### src/rtl/seg7_pkg.sv
// Shared 7-segment definitions: active-low segment codes (bit6..0 = g..a),
// digit count and a pattern-to-BCD decode helper.
package seg7_pkg;

  localparam int NUM_DIG = 4;

  localparam logic [6:0] SEG_0     = 7'b1000000;
  localparam logic [6:0] SEG_1     = 7'b1111001;
  localparam logic [6:0] SEG_2     = 7'b0100100;
  localparam logic [6:0] SEG_3     = 7'b0110000;
  localparam logic [6:0] SEG_4     = 7'b0011001;
  localparam logic [6:0] SEG_5     = 7'b0010010;
  localparam logic [6:0] SEG_6     = 7'b0000010;
  localparam logic [6:0] SEG_7     = 7'b1111000;
  localparam logic [6:0] SEG_8     = 7'b0000000;
  localparam logic [6:0] SEG_9     = 7'b0011000;
  localparam logic [6:0] SEG_BLANK = 7'b1111111;

  typedef struct packed {
    logic       hit;
    logic       is_blank;
    logic [3:0] value;
  } seg_dec_t;

  // hit=1 only for a numeral; all-off reports is_blank with hit=0.
  function automatic seg_dec_t seg_decode(input logic [6:0] seg);
    seg_dec_t d;
    d = '0;
    case (seg)
      SEG_0:     begin d.hit = 1'b1; d.value = 4'd0; end
      SEG_1:     begin d.hit = 1'b1; d.value = 4'd1; end
      SEG_2:     begin d.hit = 1'b1; d.value = 4'd2; end
      SEG_3:     begin d.hit = 1'b1; d.value = 4'd3; end
      SEG_4:     begin d.hit = 1'b1; d.value = 4'd4; end
      SEG_5:     begin d.hit = 1'b1; d.value = 4'd5; end
      SEG_6:     begin d.hit = 1'b1; d.value = 4'd6; end
      SEG_7:     begin d.hit = 1'b1; d.value = 4'd7; end
      SEG_8:     begin d.hit = 1'b1; d.value = 4'd8; end
      SEG_9:     begin d.hit = 1'b1; d.value = 4'd9; end
      SEG_BLANK: d.is_blank = 1'b1;
      default:   d = '0;
    endcase
    return d;
  endfunction

endpackage

### src/rtl/seg7_pattern_decode.sv
// Combinational segment-pattern lookup around the shared decode function.
module seg7_pattern_decode
  import seg7_pkg::*;
(
  input  logic [6:0] seg,
  output logic       hit,
  output logic       is_blank,
  output logic [3:0] value
);

  seg_dec_t dec;

  always_comb dec = seg_decode(seg);

  assign hit      = dec.hit;
  assign is_blank = dec.is_blank;
  assign value    = dec.value;

endmodule

### src/rtl/seg7_scan_capture.sv
// Monitors a multiplexed active-low 4-digit 7-segment bus and rebuilds the
// displayed digits, filtering anode-switch ghosting and ageing out stale digits.
module seg7_scan_capture
  import seg7_pkg::*;
#(
  parameter int STABLE_CYCLES  = 4,
  parameter int TIMEOUT_CYCLES = 100000
) (
  input  logic                 clk,
  input  logic                 rst_n,
  input  logic [6:0]           seg,
  input  logic [NUM_DIG-1:0]   an,
  output logic [4*NUM_DIG-1:0] digits,
  output logic [NUM_DIG-1:0]   valid,
  output logic [NUM_DIG-1:0]   blank,
  output logic [NUM_DIG-1:0]   stale,
  output logic                 upd,
  output logic [1:0]           upd_idx,
  output logic                 seg_err,
  output logic                 an_err
);

  localparam int RUN_W = $clog2(STABLE_CYCLES + 1);
  localparam int AGE_W = $clog2(TIMEOUT_CYCLES + 1);
  localparam logic [RUN_W-1:0] RUN_MAX = RUN_W'(STABLE_CYCLES);
  localparam logic [AGE_W-1:0] AGE_MAX = AGE_W'(TIMEOUT_CYCLES);

  logic [6:0]         seg_m, seg_s, seg_p;
  logic [NUM_DIG-1:0] an_m, an_s, an_p;
  logic [RUN_W-1:0]   run, run_nxt;
  logic [AGE_W-1:0]   age     [NUM_DIG];
  logic [AGE_W-1:0]   age_nxt [NUM_DIG];

  logic               an_one;
  logic [1:0]         an_idx;
  logic               differs;
  logic               multi_low;
  logic               commit;
  logic [NUM_DIG-1:0] commit_dig;

  logic               dec_hit;
  logic               dec_blank;
  logic [3:0]         dec_value;

  // Synchronisers idle at all-ones so reset looks like a dark display.
  always_ff @(posedge clk or negedge rst_n) begin
    if (!rst_n) begin
      seg_m <= '1;
      seg_s <= '1;
      an_m  <= '1;
      an_s  <= '1;
      seg_p <= '1;
      an_p  <= '1;
    end else begin
      seg_m <= seg;
      seg_s <= seg_m;
      an_m  <= an;
      an_s  <= an_m;
      seg_p <= seg_s;
      an_p  <= an_s;
    end
  end

  always_comb begin
    an_one = 1'b1;
    an_idx = '0;
    case (an_s)
      4'b1110: an_idx = 2'd0;
      4'b1101: an_idx = 2'd1;
      4'b1011: an_idx = 2'd2;
      4'b0111: an_idx = 2'd3;
      default: an_one = 1'b0;
    endcase
  end

  assign differs   = ({an_s, seg_s} != {an_p, seg_p});
  assign multi_low = !an_one && (an_s != '1);

  // A run that is already saturated and unchanged must not commit again.
  always_comb begin
    run_nxt = '0;
    commit  = 1'b0;
    if (an_one) begin
      if (differs) begin
        run_nxt = RUN_W'(1);
      end else if (run == RUN_MAX) begin
        run_nxt = RUN_MAX;
      end else begin
        run_nxt = run + 1'b1;
      end
      commit = (run_nxt == RUN_MAX) && (differs || (run != RUN_MAX));
    end
  end

  always_comb begin
    commit_dig = '0;
    if (commit) commit_dig[an_idx] = 1'b1;
  end

  always_comb begin
    for (int i = 0; i < NUM_DIG; i++) begin
      age_nxt[i] = age[i];
      if (commit_dig[i]) begin
        age_nxt[i] = '0;
      end else if (age[i] != AGE_MAX) begin
        age_nxt[i] = age[i] + 1'b1;
      end
    end
  end

  seg7_pattern_decode u_dec (
    .seg      (seg_s),
    .hit      (dec_hit),
    .is_blank (dec_blank),
    .value    (dec_value)
  );

  always_ff @(posedge clk or negedge rst_n) begin
    if (!rst_n) begin
      run     <= '0;
      upd     <= 1'b0;
      upd_idx <= '0;
      seg_err <= 1'b0;
      an_err  <= 1'b0;
      digits  <= '0;
      valid   <= '0;
      blank   <= '0;
      stale   <= '0;
      for (int i = 0; i < NUM_DIG; i++) age[i] <= '0;
    end else begin
      run     <= run_nxt;
      upd     <= commit;
      upd_idx <= commit ? an_idx : 2'd0;
      seg_err <= commit && !dec_hit && !dec_blank;
      an_err  <= multi_low && differs;
      for (int i = 0; i < NUM_DIG; i++) begin
        age[i] <= age_nxt[i];
        // A commit in the same cycle as the timeout takes priority.
        if (commit_dig[i]) begin
          stale[i] <= 1'b0;
          valid[i] <= dec_hit;
          blank[i] <= dec_blank;
          if (dec_hit) digits[4*i +: 4] <= dec_value;
        end else if (age_nxt[i] == AGE_MAX) begin
          stale[i] <= 1'b1;
          valid[i] <= 1'b0;
          blank[i] <= 1'b0;
        end
      end
    end
  end

endmodule
### config.mk
export PLATFORM = sky130hd
export DESIGN_NAME = seg7_scan_capture
export DESIGN_NICKNAME = d
export VERILOG_FILES = /design/src/rtl/seg7_pkg.sv /design/src/rtl/seg7_pattern_decode.sv /design/src/rtl/seg7_scan_capture.sv
export SDC_FILE = /design/constraint.sdc
export NUM_CORES = 1
export LEC_CHECK = 0
export ABC_AREA = 1
export CAP_MARGIN = 20
export CORE_MARGIN = 1
export CORE_UTILIZATION = 30
export DETAILED_ROUTE_END_ITERATION = 6
export GPL_ROUTABILITY_DRIVEN = 0
export MAX_ROUTING_LAYER = met4
export PLACE_DENSITY = 0.54
export SETUP_SLACK_MARGIN = 0.2
export SLEW_MARGIN = 20
export SYNTH_ARGS = -nofsm -noshare
export SYNTH_HDL_FRONTEND = slang
export SYNTH_HIERARCHICAL = 1
export SYNTH_SLANG_ARGS = --single-unit
### constraint.sdc
create_clock -name clk -period 2.2 [get_ports clk]
set_input_delay 0.33 -clock clk [delete_from_list [all_inputs] [get_ports clk]]
set_output_delay 0.33 -clock clk [all_outputs]
set_load 0.02 [all_outputs]
; Yosys cells after proc, flatten, opt, wreduce, memory -nomap -nowiden
; Cells that the tools add are included.
[op_classes]
n_mul = 0
div = 0
n_bitwise = 0
shifts = 0
addsub = 5
n_mux = 42
magnitude_cmp = 2
reduce_logical = 21
eq_ne = 27
[ops]
columns = operator, n
row1 = two-way mux 17 bit, 8
row2 = adder 17 x 1 -> 17 bit (second input constant), 4
row3 = equality test 17 bit (second input constant), 4
row4 = != test 17 bit (second input constant), 4
row5 = case mux 4 bit (9 select lines), 1
row6 = equality test 7 bit (second input constant), 4
row7 = two-way mux 1 bit, 25
row8 = equality test 7 x 5 -> 1 bit (second input constant), 3
row9 = equality test 7 x 6 -> 1 bit (second input constant), 2
row10 = equality test 4 bit (second input constant), 3
row11 = two-way mux 3 bit, 4
row12 = != test 11 bit, 1
row13 = OR reduction 10 bit, 1
row14 = AND reduction 2 bit, 4
row15 = nonzero test 2 bit, 4
row16 = equality test 7 x 2 -> 1 bit (second input constant), 1
row17 = zero test 7 bit, 1
row18 = equality test 3 bit (second input constant), 2
row19 = logical AND 1 bit, 6
row20 = case mux 2 bit (3 select lines), 1
row21 = equality test 4 x 3 -> 1 bit (second input constant), 1
row22 = two-way mux 4 bit, 1
row23 = != test 4 bit (second input constant), 1
row24 = OR reduction 4 bit, 1
row25 = 8 further kinds, 10
[totals]
reg_bits = 137
in_bits = 13
latchBits = 0
romBits = 0
mem_bits_rw = 0
output_inout_bits = 33
memories = 0

; Logic depth before layout (Yosys ltp)
[logic_depth]
ltp_word = 12
depth_mapped = 17

; Cells and area by module
; The synthesis kept the hierarchy.
[by_module_without_submodules]
columns = mod, cells_each, seq_area_each_um2, instances, area_per_inst_um2
row1 = seg7_scan_capture, 843, 3469.6, 1, 6839.1
row2 = seg7_pattern_decode, 56, 0.0, 1, 272.8

; Worst setup path after synthesis
; OpenSTA, ideal clock, no wires.
[synth_timing]
path_kind = register to register
start = reg seg_s[6]
end = reg valid[0]
n_path_buf = 0
arrival_ns = 1.846
stages_incl_launch_ff = 13
setup_ns = 0.120
path_slack_ns = 0.234
synth_period_minus_slack_ns = 1.966
required_ns = 2.080
path_cell_list = dfstp_2 -> xnor2_1 -> nand2_1 -> nor2_2 -> nand4_2 -> nand2_2 -> nor2_4 -> nand2_4 -> nand2_1 -> nor2_1 -> nand4_1 -> nand3_1 -> nand2_1
[synth_between]
elab_chain_cells = 10
word_cells_on_any_way = 24
classes_between = eq/ne: 12 / mux: 7 / reduce/logical: 5
[synth_rtl]
columns = element, line
row1 = from (decl), seg7_scan_capture.sv:28  ; logic [6:0] seg_m, seg_s, seg_p;
row2 = from (signal assigned), seg7_scan_capture.sv:56  ; seg_s <= seg_m;
row3 = != test 11 bit (*), seg7_scan_capture.sv:76  ; assign differs = ({an_s, seg_s} != {an_p, seg_p});
row4 = two-way mux 3 bit, seg7_scan_capture.sv:84  ; if (differs) begin
row5 = two-way mux 3 bit, seg7_scan_capture.sv:83  ; if (an_one) begin
row6 = equality test 3 bit, seg7_scan_capture.sv:91  ; commit = (run_nxt == RUN_MAX) && (differs || (run != RUN_MAX));
row7 = logical AND 1 bit (*), seg7_scan_capture.sv:91
row8 = two-way mux 1 bit (*), seg7_scan_capture.sv:83
row9 = named net commit, seg7_scan_capture.sv:38  ; logic commit;
row10 = two-way mux 4 bit (*), seg7_scan_capture.sv:97  ; if (commit) commit_dig[an_idx] = 1'b1;
row11 = two-way mux 17 bit, seg7_scan_capture.sv:103  ; if (commit_dig[i]) begin
row12 = equality test 17 bit, seg7_scan_capture.sv:144  ; end else if (age_nxt[i] == AGE_MAX) begin
row13 = nonzero test 2 bit (no line), n/a
row14 = "to (signal, indexed assignment)", seg7_scan_capture.sv:141  ; valid[i] <= dec_hit;
row15 = to (decl), seg7_scan_capture.sv:14  ; output logic [NUM_DIG-1:0] valid,
; The timed path passes the listed nets; every way through them passes the cells marked *. The select of a mux whose other input is x is not followed.
; A chain may end at the register's enable or synchronous reset.

; Worst setup path in the final report
[layout_timing]
start = reg an_s[0]
end = reg blank[0]
[layout_between]
elab_chain_cells = 10
word_cells_on_any_way = 24
classes_between = order compare: 2 / eq/ne: 7 / mux: 10 / reduce/logical: 5
[layout_rtl]
columns = element, line
row1 = from (decl), seg7_scan_capture.sv:29  ; logic [NUM_DIG-1:0] an_m, an_s, an_p;
row2 = from (signal assigned), seg7_scan_capture.sv:58  ; an_s <= an_m;
row3 = != test 11 bit, seg7_scan_capture.sv:76
row4 = two-way mux 3 bit, seg7_scan_capture.sv:84
row5 = two-way mux 3 bit, seg7_scan_capture.sv:83
row6 = equality test 3 bit, seg7_scan_capture.sv:91
row7 = logical AND 1 bit, seg7_scan_capture.sv:91
row8 = two-way mux 1 bit (*), seg7_scan_capture.sv:83
row9 = named net commit, seg7_scan_capture.sv:38
row10 = two-way mux 4 bit (*), seg7_scan_capture.sv:97
row11 = two-way mux 17 bit, seg7_scan_capture.sv:103
row12 = equality test 17 bit, seg7_scan_capture.sv:144
row13 = nonzero test 2 bit (no line), n/a
row14 = "to (signal, indexed assignment)", seg7_scan_capture.sv:142  ; blank[i] <= dec_blank;
row15 = to (decl), seg7_scan_capture.sv:15  ; output logic [NUM_DIG-1:0] blank,
; Marks and branches as above.

==> impl_metrics.toml <==
[outcome]
status = "complete, no violations"

[yosys]
synth.most_common_cell = "nand2_1"
async_reset_ff_share_pct = 100
synth_largest_area_cell = "dfrtp_1"
yosysWarnings = 6
synth_edf_count = 0
synth_ff_type = "dfrtp_1"
syn_area_um2 = 7110
synthSimpleGateAreaFrac_pct = 31.6
synth.avg_cell_area_um2 = 7.91
muxShareOfSynthArea_pct = 0
synth_top_area_share_pct = 36.6
synth-xor-area-share_pct = 7.39
synth_nets = 922
yosys-top-cells-count = "nand2_1, nor2_1, inv_1, dfrtp_1, nand3_1"
yosysUniqueCellTypes = 29
ys_ff_latch = 137
yosys.area_share.adder_pct = 1.76
synth_top_cells_by_area = "dfrtp_1, dfstp_2, nand2_1"
synthCells = 899
synth_compound_area_share_pct = 1.88
synth_seq_area_share_pct = 48.8
synth_top_family_by_area = "simple AND/OR/NAND/NOR gates"

[detailed_routing]
dr_total_vias = 5948
drtPass1Iterations = 5
drc = 0
vias_per_cell = 4.40
wl_per_cell_um = 12.7
routed_wl_um = 17100
drtIter0Drc = 335
ant_nets = 0

[timing]
drv_slew = 0
slew_headroom_pct = 72.8
max_freq_mhz = 455
setup_violations = 0
final.period_utilization_pct = 100
period_needed_ns = 2.20
tightest_slew_ns = 0.408
holdWs_ns = 0.302
hold_viol_final = 0
totalNegativeSetupSlack_ns = 0
rsz0062_at_grt = "yes"
finClkSkew_ns = 0.00791

[power]
ir_drop_v = 0.000372
p_per_area_nw_per_um2 = 596
totalPowerFinal_uw = 5700
power_leakage_uw = 0.00463

[floorplan]
die_h_um = 156
rows = 55
start_util_pct = 31.0
die_area_um2 = 24300
pin_count = 46
die_w_um = 156
core-area_um2 = 22900

[clocking]
htree_levels = 4
cts_root_buffer = "clkbuf_16"
clock-sinks = 137
cts.clk_slew.worst_paths_ns = 0.07
clk_path_buf_depth = 2
tritoncts = "yes"
clk_latency_ns = 0.43
numCtsBuffers = 17

[critical_path]
critPathKind = "register to register"
arrival_ns = 2.52
crit_fanout = 4
critPathCaptureType = "register"
reg2reg_depth = 13
r2r_end = "blank[0]"
startpoint_type = "register"
cp.required_ns = 2.52
r2r_slack_ns = 0.0008
reg2reg_from = "an_s[0]"

[placement]
post-place-cells = 1289
port_buffers = 45
dpl.hpwl_um = 12200

[finish]
area_growth_syn_to_layout_pct = 34.4
instances_no_fill = 1352
final_nets = 1049
layout-drive-gt1-share_pct = 24.4
postLayoutCoreUtil_pct = 41.7
antenna_cells = 0

[global_routing]
met2_usage_pct = 23.4
use_met1_pct = 19.9
grt_pass1_wl_um = 28100
grt-busiest-layer = "met2"
grt_overflow = 0
grt_max_degree = 54
antenna_found_initial = 0
grt_usage_pct = 15.3
grt_pass1_vias = 5649
met3_usage_pct = 3.69

[min_path]
hold_path_depth = 1
whs_endpoint = "an_m[1]"
min-delay-start = "an[1]"
hold_class = "input port to register"

[run]
drv_cap = 0
[state kept, by name (all words and copies together), names as in the netlist]
register  count
age          68
an_err        1
an_m          4
an_p          4
an_s          4
blank         4
digits       16
run           3
seg_err       1
seg_m         7
seg_p         7
seg_s         7
stale         4
upd           1
upd_idx       2
valid         4
[per-layer routing]
metal  part of all wire, %  up-vias
met4                   1.2        0
met5                     0        -
met3                   4.0       17
met1                    47     2795
met2                    48      100
li1                      -     3036
[per-stage QoR]
step / area, um2 / worst slack (ns)
after detailed placement: 8230 / 0.00366
after global placement: 8230 / 0.0396
final: 9560 / 0.000818
after floorplan: 7110 / 0.234
after global routing: 9560 / -0.190
after CTS: 9010 / 0.0404
[layout by cell type (no fill, tap or decap), drive strengths merged, types with 10 or more instances in the layout]
| master | count |
|---|---|
| nand4 | 34 |
| buf | 67 |
| inv | 163 |
| dfstp | 33 |
| dfrtp | 104 |
| clkdlybuf4s50 | 44 |
| ha | 10 |
| xnor2 | 13 |
| nand3 | 68 |
| nor2 | 158 |
| clkbuf | 17 |
| o21ai | 21 |
| xor2 | 47 |
| nor3 | 20 |
| nand2 | 227 |
[what timing repair did]
action,4_1_cts,5_1_grt
hold endpoints to repair,39,0
resized for setup,25,124
endpoints found under the setup margin,57,91
gates cloned,1,4
pin swaps,8,37
buffers inserted,8,17
hold buffers,1,0
[cells by family (layout without fill, tap and decap cells)]
family	Yosys count	after routing
adder cells (fa/ha/maj)	10	10
AND/OR/NAND/NOR	506	508
AO/OA/AOI/OAI	26	26
flip-flops	137	137
XOR/XNOR	60	60
buffers and inverters	160	298
[how the worst max path moves through the flow]
| stage | slack (ns) | from | end | cells past startpoint |
|---|---|---|---|---|
| 4_1_cts | 0.04 | seg_s[1] | blank[1] | 15 |
| 5_1_grt | -0.19 | age[51] | blank[0] | 17 |
| 3_5_place_dp | 0.004 | seg_s[1] | valid[3] | 15 |
| 6_report | 0.0008 | an_s[0] | blank[0] | 13 |
| 3_3_place_gp | 0.04 | an_s[1] | valid[0] | 14 |
| 2_1_floorplan | 0.23 | seg_s[6] | valid[0] | 12 |
[report_power, final]
| part | switching, uW | total [uW] | internal (uW) |
|---|---|---|---|
| Clock | 1320 | 2850 | 1530 |
| Combinational | 152 | 244 | 92.7 |
| Sequential | 23.9 | 2600 | 2580 |
[critical path, cell delays in order (launching register included)]
cell and delay [ns]:
dfstp_2 0.59, xnor2_2 0.13, nand2_1 0.10, nor2_4 0.19
buf_6 0.13, nand4_4 0.10, nor2_4 0.19, nand2_4 0.08
nand2_2 0.07, nand2_1 0.05, nor2_1 0.11, nand4_1 0.16
nand3_1 0.13, nand2_1 0.05
[final cells by class]
cell class | count | area (um2)
multi-input cells | 604 | 3430
flip-flops and latches | 137 | 3470
inverters | 154 | 592
repair buffers | 112 | 1080
well taps | 313 | 392
clock buffers | 17 | 425
clock inverters | 15 | 173
fillers | 2259 | 13400
No activity file was read; power rests on OpenSTA's default activity.
